<file path="config.mk">
export PLATFORM = sky130hd
export DESIGN_NAME = uart_rx_ctrl
export DESIGN_NICKNAME = d
export VERILOG_FILES = /design/src/rtl/uart_rx_ctrl.sv
export SDC_FILE = /design/constraint.sdc
export NUM_CORES = 1
export LEC_CHECK = 0
export BUFFER_PORTS_ARGS = -buffer_cell sky130_fd_sc_hd__buf_2
export CORE_UTILIZATION = 30
export DETAILED_ROUTE_END_ITERATION = 10
export RECOVER_POWER = 100
export SLEW_MARGIN = 20
export SYNTH_ARGS = -nofsm -noshare
export SYNTH_HDL_FRONTEND = slang
export SYNTH_SLANG_ARGS = --single-unit
</file>
<file path="constraint.sdc">
create_clock -name CLK -period 3.7 [get_ports CLK]
set_input_delay 0.185 -clock CLK [delete_from_list [all_inputs] [get_ports CLK]]
set_output_delay 0.185 -clock CLK [all_outputs]
set_load 0.02 [all_outputs]
</file>
<file path="src/rtl/uart_rx_ctrl.sv">
// uart_rx_ctrl: UART receive sequencer. Tracks start/data/parity/stop bits with an
// oversampling edge counter, pulses the checker/deserializer enables and reports frame status.
module uart_rx_ctrl #(
    parameter int DATA_WIDTH = 8,
    parameter int PRESC_W    = 5
) (
    input  logic               CLK,
    input  logic               RST,
    input  logic               RX_IN,
    input  logic               PAR_EN,
    input  logic [PRESC_W-1:0] prescale,
    input  logic               strt_glitch,
    input  logic               par_err,
    input  logic               stp_err,
    output logic [PRESC_W-1:0] edge_cnt,
    output logic [3:0]         bit_cnt,
    output logic               dat_samp_en,
    output logic               deser_en,
    output logic               strt_chk_en,
    output logic               par_chk_en,
    output logic               stp_chk_en,
    output logic               data_valid,
    output logic               frame_err
);
    typedef enum logic [2:0] {IDLE, START, DATA, PARITY, STOP} state_t;
    state_t             state, state_nxt;
    logic [PRESC_W-1:0] p_lat;
    logic               err;
    logic               last;
    assign last = edge_cnt == p_lat - PRESC_W'(1);
    always_comb begin
        state_nxt   = state;
        strt_chk_en = 1'b0;
        deser_en    = 1'b0;
        par_chk_en  = 1'b0;
        stp_chk_en  = 1'b0;
        case (state)
            IDLE:   state_nxt = RX_IN ? IDLE : START;
            START:  if (last) begin
                        strt_chk_en = 1'b1;
                        state_nxt   = strt_glitch ? IDLE : DATA;
                    end
            DATA:   if (last) begin
                        deser_en = 1'b1;
                        if (bit_cnt == 4'(DATA_WIDTH))
                            state_nxt = PAR_EN ? PARITY : STOP;
                    end
            PARITY: if (last) begin
                        par_chk_en = 1'b1;
                        state_nxt  = STOP;
                    end
            STOP:   if (last) begin
                        stp_chk_en = 1'b1;
                        state_nxt  = IDLE;
                    end
            default: state_nxt = IDLE;
        endcase
    end
    // Prescale is re-latched every IDLE cycle, so the value seen on the start edge holds for the frame.
    always_ff @(posedge CLK) begin
        if (!RST) begin
            state       <= IDLE;
            edge_cnt    <= '0;
            bit_cnt     <= '0;
            p_lat       <= PRESC_W'(8);
            err         <= 1'b0;
            dat_samp_en <= 1'b0;
            data_valid  <= 1'b0;
            frame_err   <= 1'b0;
        end else begin
            state       <= state_nxt;
            dat_samp_en <= state_nxt != IDLE;
            data_valid  <= stp_chk_en && !(err || stp_err);
            frame_err   <= stp_chk_en && (err || stp_err);
            if (state == IDLE) begin
                edge_cnt <= '0;
                bit_cnt  <= '0;
                p_lat    <= (prescale == PRESC_W'(16)) ? PRESC_W'(16) : PRESC_W'(8);
            end else if (state_nxt == IDLE) begin
                edge_cnt <= '0;
                bit_cnt  <= '0;
            end else if (last) begin
                edge_cnt <= '0;
                bit_cnt  <= bit_cnt + 4'd1;
            end else begin
                edge_cnt <= edge_cnt + PRESC_W'(1);
            end
            if (stp_chk_en)
                err <= 1'b0;
            else if (par_chk_en)
                err <= err || par_err;
        end
    end
endmodule

</file>
==> out/results.ini, run 1 <==
[yosys]
synth_area_leaders=dfxtp_1 40%, ha_1 4.2%, a21oi_1 3.9%
synth_area_leader_cell=dfxtp_1
synth-seq-cells=18
yosysSeqAreaShare=0.403
avgSynthCellArea_um2=9.62
syn_nets=108
synth_warnings=0
syn_area_um2=895
netlist_instances=93
yosys.area.top_type_share=0.403
synthDistinctLibCells=39

[setup_path]
worstSetupPathType=flop to output pin
cp_max_fo=15
worstPathArrival_ps=2610
cpMaxStageDelayCell=mux2i_1
critPathMaxStageDelay_ps=930
cp_cell_sequence=ha_1 -> nand4b_1 -> mux2i_1 -> nand2_2 -> nor3_1 -> clkbuf_1
start_kind=flop
end_kind=output pin
required_ps=3510

[timing]
setup_ws_ps=905
setup_tns_ps=0
setup_viol=0
fin_crit_sh=0.755
fmax_mhz=358
tightestPinTransition_ps=1180
layout_min_cycle_time_ps=2790
final_max_slew_viol_count=0
relSlewSlack=0.191
hold_viol_final=0
rsz0062_at_grt=false
skew_ps=0.610

[cells_and_area]
fill_cells=295
seq_area_um2=360
diodes=0
multi_input_area_um2=473
drive_above_1_share=0.189
final_nets=138
area_growth_pct=16.1

[die]
die_area_um2=3200
rows=19
io_pins=28
fp.dieW_um=56.6
start_util=0.322
coreArea_um2=2780
die_h_um=56.6

[power_and_ir_drop]
power.density_nw_per_um2=338
switching_share=0.232
p_leak_nw=0.422
peakVddDrop_uv=185
seqPwrFrac=0.573
pwr-share-clk=0.355
power.net_switching_mw=0.0813
p_int_mw=0.270
combPwrFrac=0.072

[cts]
cts_tree=done
post-cts-setup-buffers=0
postCtsHoldBufs=0
ctsResizeCount=0
numCtsBuffers=3
clk_latency_ps=300
cts_buffer_depth=2
cts-root-buf=clkbuf_4
clock-sinks=18
clk_pin_slew_ps=110
ctsHtreeMaxLevel=1

[detailed_routing]
routed.top_layer=met4
routed_wl_um=1870
drt-wirelength-per-cell_um=12.2
met2_wirelength_um=909
first_iter_violations=30
vias=773
route.detailed.drc=0
met3_length_um=109
dr.pass1.iters=4
postRouteAntennaNets=0
wl_met1_um=818
viasPerCell=5.05

[global_routing]
grt_use_total=0.132
grt_overflow=0
grt_max_degree=16
grt_pass1_wl_um=3280
antenna_found_initial=0
grt_pass1_vias=767

[flow_run]
cap_violations=0

[place]
io_buffers=27
post-dp-hpwl_um=1440
pre_cts_ws_ps=1660
gp_congestion=0.706

[run_status]
outcome=complete, no violations

[min_path]
min_path_type=input port to flop

[worst max-delay path, delay by kind of cell, from the launching register on]
| kind | cells | cell delay (ps) |
|---|---|---|
| buffers and inverters | 1 | 250 |
| muxes | 1 | 930 |
| DFF | 1 | 400 |
| and+or+nand+nor | 3 | 490 |
| adders and majority gates | 1 | 250 |
[routing by layer]
metal	up-vias	GRT usage
li1	386	-
met1	359	0.150
met2	24	0.222
met3	4	0.0253
met4	0	0.0906
met5	-	0
[placed cells by master, fill, tap and decap left out, types with 2 or more instances in the layout]
cell type	instances
xnor2_1	2
and3_2	2
and3b_1	2
dfxtp_1	18
clkbuf_1	16
nor3_1	2
a21oi_1	7
ha_1	3
clkbuf_4	3
nand2_1	6
a21o_1	2
nand4b_1	2
a32oi_1	2
nand3_1	3
mux2i_1	2
nor2_1	9
o21ai_0	2
xor2_1	4
nor3b_1	2
inv_1	4
buf_2	11
[stage by stage]
| stage | cells | power (mW) | cell area (µm²) | utilization | hold slack [ps] |
|---|---|---|---|---|---|
| after CTS | 153 | 0.357 | 1090 | 0.391 | 52.4 |
| after global routing | 153 | 0.369 | 1040 | 0.373 | 46.3 |
| final | 153 | 0.351 | 1040 | 0.373 | 56.3 |
| after global placement | 149 | 0.233 | 1050 | 0.378 | 368 |
| after detailed placement | 149 | 0.233 | 1050 | 0.378 | 382 |
| after floorplan | 93 | 0.221 | 895 | - | 256 |
[cells in the mapped netlist, drive strengths merged]
library cell	number
and2b	1
and3b	2
or3	1
nor4bb	1
buf	2
ha	3
a211oi	1
a21o	2
nand2	7
nand3	3
nor3b	2
a21oi	7
o21ai	3
nand4	1
a41o	1
and3	3
mux2i	2
o21bai	1
nor2b	1
nor2	9
dfxtp	18
a32oi	3
nor4	1
or2	1
nor3	2
nand4b	2
inv	4
xnor2	3
xor2	4
and2	2
[path summary, 6_finish.rpt]
path	slack (ps)	start	cells past startpoint	endpoint
worst max-delay path	910	edge_cnt[0]$_SDFF_PP0_	6	strt_chk_en
worst min register to register	470	err$_SDFFE_PP0P_	1	data_valid$_SDFF_PN0_
worst max register to register	1030	edge_cnt[0]$_SDFF_PP0_	6	edge_cnt[1]$_SDFF_PP0_
worst min-delay path	60	stp_err	2	data_valid$_SDFF_PN0_
[layout make-up]
class / instances / share of cell area
well taps: 31 / 0.0373
inverters: 4 / 0.0145
clock buffers: 4 / 0.0349
flip-flops and latches: 18 / 0.347
repair buffers: 27 / 0.111
multi-input cells: 69 / 0.455
[registers in the layout (all words and copies together), names as in the netlist]
signal	cells
state	3
dat_samp_en	1
err	1
edge_cnt	5
data_valid	1
frame_err	1
bit_cnt	4
p_lat	2
[power groups by stage]
stage	Sequential [mW]	Combinational, mW	Clock [mW]
5_1_grt	0.202	0.0289	0.138
4_1_cts	0.201	0.0274	0.129
6_report	0.201	0.0254	0.124
2_1_floorplan	0.207	0.0141	0
3_5_place_dp	0.206	0.0272	0
3_3_place_gp	0.205	0.0271	0
[cells by family after synthesis]
group,synth area share
buffers and inverters,0.0350
DFF,0.403
adders and majority gates,0.0420
xor gates and xnor gates,0.0769
muxes,0.0364
AOI/OAI and AO/OA,0.154
and+or+nand+nor,0.253
Power figures use the tool's default switching activity.
==> inputs of run 2 (changes only) <==
Clock period 3.7 ns to 2.5 ns, I/O delays scaled along.
==> run 2 against run 1 <==
Net effect:
- non-clock buffer count is 1 higher
- sequential cell count is the same
- critical path type unchanged
- power is 48% higher
- final cell count grew 0.65%
- critical endpoint unchanged
- clock-buffer cell count unchanged
==> out/results.ini, run 2 (synthesis gave the netlist of run 1 again) <==
[place]
place_inst=149  ; unchanged
io_buffers=27  ; unchanged
gp_congestion=0.706  ; unchanged
pre_cts_ws_ps=455  ; -1200 ps
place_area_um2=1050  ; unchanged
post-dp-hpwl_um=1450  ; +0.60%

[power_and_ir_drop]
combPwrFrac=0.077  ; +0.005
peakVddDrop_uv=266  ; +44%
power.net_switching_mw=0.120  ; +48%
power.density_nw_per_um2=488  ; +44%
switching_share=0.230  ; -0.00108
seqPwrFrac=0.571  ; -0.002
p_int_mw=0.401  ; +49%
p_leak_nw=0.428  ; +1.5%
pwr-share-clk=0.352  ; -0.003

[global_routing]
grt_overflow=0  ; unchanged
antenna_found_initial=0  ; unchanged
grt_use_total=0.132  ; -0.000191
grt_pass1_wl_um=3290  ; +0.43%
grt_pass1_vias=747  ; -2.6%
grt_max_degree=16  ; unchanged

[die]
coreArea_um2=2780  ; unchanged
die_area_um2=3200  ; unchanged
die_h_um=56.6  ; unchanged
io_pins=28  ; unchanged
fp.dieW_um=56.6  ; unchanged
rows=19  ; unchanged
start_util=0.322  ; unchanged

[timing]
fin_crit_sh=0.877
tightestPinTransition_ps=445  ; -735 ps
rsz0062_at_grt=false
hold_viol_final=0  ; unchanged
relSlewSlack=0.697  ; +0.506
fmax_mhz=456
setup_viol=0  ; unchanged
setup_ws_ps=308  ; -597 ps
final_max_slew_viol_count=0  ; unchanged
skew_ps=2.17  ; +1.56 ps
layout_min_cycle_time_ps=2190
setup_tns_ps=0  ; unchanged

[setup_path]
end_kind=output pin
start_kind=flop
required_ps=2380  ; -1130 ps
worstPathArrival_ps=2070  ; -540 ps
worstSetupPathType=flop to output pin
cp_max_fo=15  ; unchanged

[cts]
clk_pin_slew_ps=110  ; about the same
cts_tree=done
numCtsBuffers=3  ; unchanged
postCtsHoldBufs=1  ; +1
ctsHtreeMaxLevel=1  ; unchanged
cts_buffer_depth=2  ; unchanged
cts-root-buf=clkbuf_4
ctsResizeCount=0  ; unchanged
clock-sinks=18  ; unchanged
post-cts-setup-buffers=0  ; unchanged
clk_latency_ps=290  ; about the same

[cells_and_area]
postLayoutCellArea_um2=1070  ; +2.8%
area_growth_pct=19.3
final_common_cell=dfxtp_1
diodes=0  ; unchanged
multi_input_area_um2=490  ; +3.7%
fill_cells=294  ; -0.34%
reg_top3=edge_cnt x5, bit_cnt x4, state x3
layout_common_cells=18 x dfxtp_1, 15 x clkbuf_1, 12 x buf_2
seq_area_um2=360  ; unchanged
top_register=edge_cnt
drive_above_1_share=0.203  ; +0.0147
finish.utilization=0.384  ; +0.0103
instances_no_fill=154  ; +0.65%
largest_register_ffs=5  ; unchanged
final_nets=139  ; +0.72%

[detailed_routing]
viasPerCell=4.98  ; -1.4%
routed_wl_um=1860  ; -0.80%
drt-wirelength-per-cell_um=12.1  ; -1.4%
postRouteAntennaNets=0  ; unchanged
first_iter_violations=15  ; -50%
route.detailed.drc=0  ; unchanged
vias=767  ; -0.78%
dr.pass1.iters=4  ; unchanged

[min_path]
min_path_type=input port to flop

[run_status]
outcome=complete, no violations

[flow_run]
cap_violations=0  ; unchanged

run 2: cell count changes in the layout (fill, tap and decap cells not counted), sizes merged:
cell         previous run  this run
buf                    11        12
clkbuf                 20        19
dlygate4sd3             0         1
run 2: power groups by stage:
stage	combinational, mW	sequential, mW	clock (mW)
after floorplan	0.0209	0.306	0
after global placement	0.0401	0.304	0
after detailed placement	0.0401	0.304	0
after CTS	0.0417	0.298	0.190
after global routing	0.0450	0.299	0.200
final	0.0399	0.298	0.183
run 2: final timing paths:
kind | startpoint | endpoint | slack (ps) | depth (start not counted)
worst min register to register | err$_SDFFE_PP0P_ | data_valid$_SDFF_PN0_ | 470 | 1
worst min-delay path | par_err | err$_SDFFE_PP0P_ | 120 | 3
worst max register to register | edge_cnt[0]$_SDFF_PP0_ | edge_cnt[1]$_SDFF_PP0_ | 430 | 6
worst max-delay path | edge_cnt[0]$_SDFF_PP0_ | strt_chk_en | 310 | 6
run 2: worst max-delay path: stages (launching register included):
cell and delay (ps):
dfxtp_1 390, ha_1 250, nand4b_1 170, mux2i_4 410, nand2_1 200, nor3_1 160
buf_2 190
run 2: cell type report:
type                       instances  area share
sequential                        18       0.338
tap                               31      0.0363
clock buffer                       4      0.0340
timing repair buffer              28       0.118
multi-input combinational         69       0.460
inverter                           4      0.0141
run 2: metrics by stage:
stage,power (mW),hold WS [ps]
final,0.521,123
after global routing,0.544,125
after detailed placement,0.344,322
after floorplan,0.327,196
after global placement,0.344,308
after CTS,0.529,117
run 2: per-layer routing:
layer,global-route usage,wire length (µm),vias to the layer above
met1,0.151,832,353
li1,-,-,392
met3,0.0230,80,4
met2,0.224,896,18
met4,0.0871,48,0
met5,0,0,-
==> inputs of run 3 (changes only) <==
Settings changed: ABC_AREA from default to 1.
==> run 3 against run 2 <==
Net effect:
- design area up 8.3%
- register-to-register slack improved by 290 ps
- worst setup slack better by 110 ps
- fmax grew 5.2%
- clock-buffer cell count unchanged
==> out/results.ini, run 3 <==
[place]
post-dp-hpwl_um=1610  ; +11%
io_buffers=27  ; unchanged
pre_cts_ws_ps=782  ; +328 ps
gp_congestion=0.759  ; +7.6%

[setup_path]
crit_start=edge_cnt[0]$_SDFF_PP0_
cp_cell_sequence=ha_1 -> nand2_1 -> nor2_8 -> nand2_4 -> nor3_1 -> clkbuf_1
r2r_start=edge_cnt[0]$_SDFF_PP0_
r2r_slack_ps=720  ; +290 ps
worstPathArrival_ps=1960  ; -110 ps
cp_max_fo=8  ; -7
r2r_cells=10  ; +4
critPathBufInv=1  ; unchanged
worstSetupPathType=flop to output pin
end_kind=output pin
crit_family=simple AND/OR/NAND/NOR gates
critPathMaxStageDelay_ps=380  ; -30 ps
start_kind=flop
cpMaxStageDelayCell=dfxtp_1
rr_endpoint=bit_cnt[3]$_SDFFE_PP0P_
required_ps=2380  ; about the same

[flow_run]
cap_violations=0  ; unchanged

[timing]
skew_ps=11.1  ; +8.92 ps
timing.hold.ws_ps=87.8  ; -35.0 ps
hold_viol_final=0  ; unchanged
fin_crit_sh=0.833  ; -0.0434
rsz0062_at_grt=false
setup_tns_ps=0  ; unchanged
relSlewSlack=0.720  ; +0.0230
setup_ws_ps=417  ; +108 ps
tightestPinTransition_ps=417  ; -28.2 ps
final_max_slew_viol_count=0  ; unchanged
setup_viol=0  ; unchanged
fmax_mhz=480  ; +5.2%
layout_min_cycle_time_ps=2080  ; -108 ps

[cells_and_area]
area_growth_pct=20.9
reg_top3=edge_cnt x5, bit_cnt x4, state x3
final_nets=176  ; +27%
drive_above_1_share=0.188  ; -0.0158
multi_input_area_um2=504  ; +2.8%
seq_area_um2=360  ; unchanged
final_common_cell=nor2_1
top_register=edge_cnt
diodes=0  ; unchanged
fill_cells=334  ; +14%
layout_common_cells=26 x nor2_1, 20 x nand2_1, 18 x dfxtp_1
largest_register_ffs=5  ; unchanged

[cts]
cts-root-buf=clkbuf_4
cts_tree=done
ctsHtreeMaxLevel=1  ; unchanged
numCtsBuffers=3  ; unchanged
cts_buffer_depth=2  ; unchanged
clk_pin_slew_ps=100  ; about the same
clk_latency_ps=290  ; about the same
ctsResizeCount=0  ; unchanged
clock-sinks=18  ; unchanged

[global_routing]
grt_overflow=0  ; unchanged
grt_pass1_vias=817  ; +9.4%
grt_max_degree=11  ; -5
grt_pass1_wl_um=3260  ; -0.85%
antenna_found_initial=0  ; unchanged
grt_use_total=0.123  ; -0.00855

[yosys]
synth_area_leader_cell=dfxtp_1
yosys.area.top_type_share=0.377  ; -0.0258
netlist_instances=128  ; +38%
synth_mux_area_frac=0.0118  ; -0.0246
syn_nets=143  ; +32%
yosys.area_share.simple=0.391  ; +0.138
synth_top_family_by_area=simple AND/OR/NAND/NOR gates
synthDistinctLibCells=25  ; -36%
avgSynthCellArea_um2=7.47  ; -22%
syn_area_um2=956  ; +6.9%
yosysSeqAreaShare=0.377  ; -0.0258
synth_fa_ha_area_frac=0.0393  ; -0.00269
synth_area_leaders=dfxtp_1 38%, nor2_1 10%, nand2_1 7.5%
synth_compound_area_frac=0.0471  ; -0.107
synthXorXnorAreaFrac=0.0550  ; -0.0219
ys_async_sr_fraction=0  ; unchanged
synth-seq-cells=18  ; unchanged
synth_warnings=0  ; unchanged
synthTopCellsByCount=26 x nor2_1, 19 x nand2_1, 18 x dfxtp_1
synth_edf_count=0  ; unchanged
ys_dominant_reg_cell=dfxtp_1
yosysMostFrequentCell=nor2_1

[min_path]
worstHoldEndpoint=frame_err$_SDFF_PN0_
worstHoldStart=RST
min_path_type=input port to flop
whs_path_depth=3  ; unchanged

[run_status]
outcome=complete, no violations

[die]
rows=20  ; +1
start_util=0.316  ; -0.00593
coreArea_um2=3030  ; +8.9%
die_area_um2=3420  ; +6.6%
die_h_um=58.5  ; +3.3%
io_pins=28  ; unchanged
fp.dieW_um=58.5  ; +3.3%

[detailed_routing]
postRouteAntennaNets=0  ; unchanged
first_iter_violations=17  ; +2
vias=883  ; +15%
routed_wl_um=1920  ; +3.3%
drt-wirelength-per-cell_um=9.40  ; -22%
dr.pass1.iters=4  ; unchanged
viasPerCell=4.33  ; -13%
route.detailed.drc=0  ; unchanged

[power_and_ir_drop]
peakVddDrop_uv=205  ; -23%
power.density_nw_per_um2=449  ; -8.0%
total_power_mw=0.519  ; -0.36%
p_leak_nw=0.505  ; +18%

## run 3: cell count changes after synthesis, sizes merged, moves of 3 or more
cell and change:
a21oi -4, a32oi -3, and3 -3, inv +16
nand2 +20, nand3 +8, nor2 +19
## run 3: metrics by stage
| step | utilization | instances | instance area, µm² |
|---|---|---|---|
| after CTS | 0.394 | 204 | 1190 |
| after detailed placement | 0.379 | 199 | 1150 |
| after floorplan | - | 128 | 956 |
| after global placement | 0.379 | 199 | 1150 |
| final | 0.382 | 204 | 1160 |
| after global routing | 0.382 | 204 | 1160 |
## run 3: worst register-to-register path: stages, from the launching register on
cell and delay [ps]:
dfxtp_1 380, ha_1 200, nand2_1 150, nor2_8 210, nand3_1 100, nand2_1 60
inv_1 30, a21oi_1 230, nand2_2 90, nand2_1 170, nor2_1 60
## run 3: area by class of cell
type / count / share of cell area
tap: 44 / 0.0476
clock buffer: 4 / 0.0314
sequential: 18 / 0.312
timing repair buffer: 28 / 0.108
inverter: 20 / 0.0649
multi-input combinational: 90 / 0.436
## run 3: kinds of logic after synthesis
family	after synthesis
flip-flops	18
AND/OR/NAND/NOR	73
multiplexers	1
buffers and inverters	20
XOR/XNOR	6
AO/OA/AOI/OAI	7
adder cells (fa/ha/maj)	3
## run 3: timing repair
item | in CTS | in global routing
endpoints found under the hold margin | 1 | 0
setup buffers | 0 | 0
hold buffers | 1 | 0
## run 3: worst max path at each step
stage	end	slack, ps	cells after the start
2_1_floorplan	data_valid$_SDFF_PN0_	730	7
3_3_place_gp	bit_cnt[0]$_SDFFE_PP0P_	800	10
5_1_grt	stp_chk_en	270	6
4_1_cts	stp_chk_en	550	6
3_5_place_dp	bit_cnt[0]$_SDFFE_PP0P_	780	10
6_report	stp_chk_en	420	6
## run 3: layer usage
metal,vias to the layer above,share of wire,track usage
met5,-,0,0
met4,0,0.0083,0.0306
met3,2,0.048,0.0264
met2,20,0.46,0.212
met1,393,0.49,0.158
li1,468,-,-
## run 3: where the power goes
part	internal (mW)	switching, mW
Clock	0.0887	0.0897
Combinational	0.0179	0.0280
Sequential	0.291	0.00357
Total	0.398	0.121
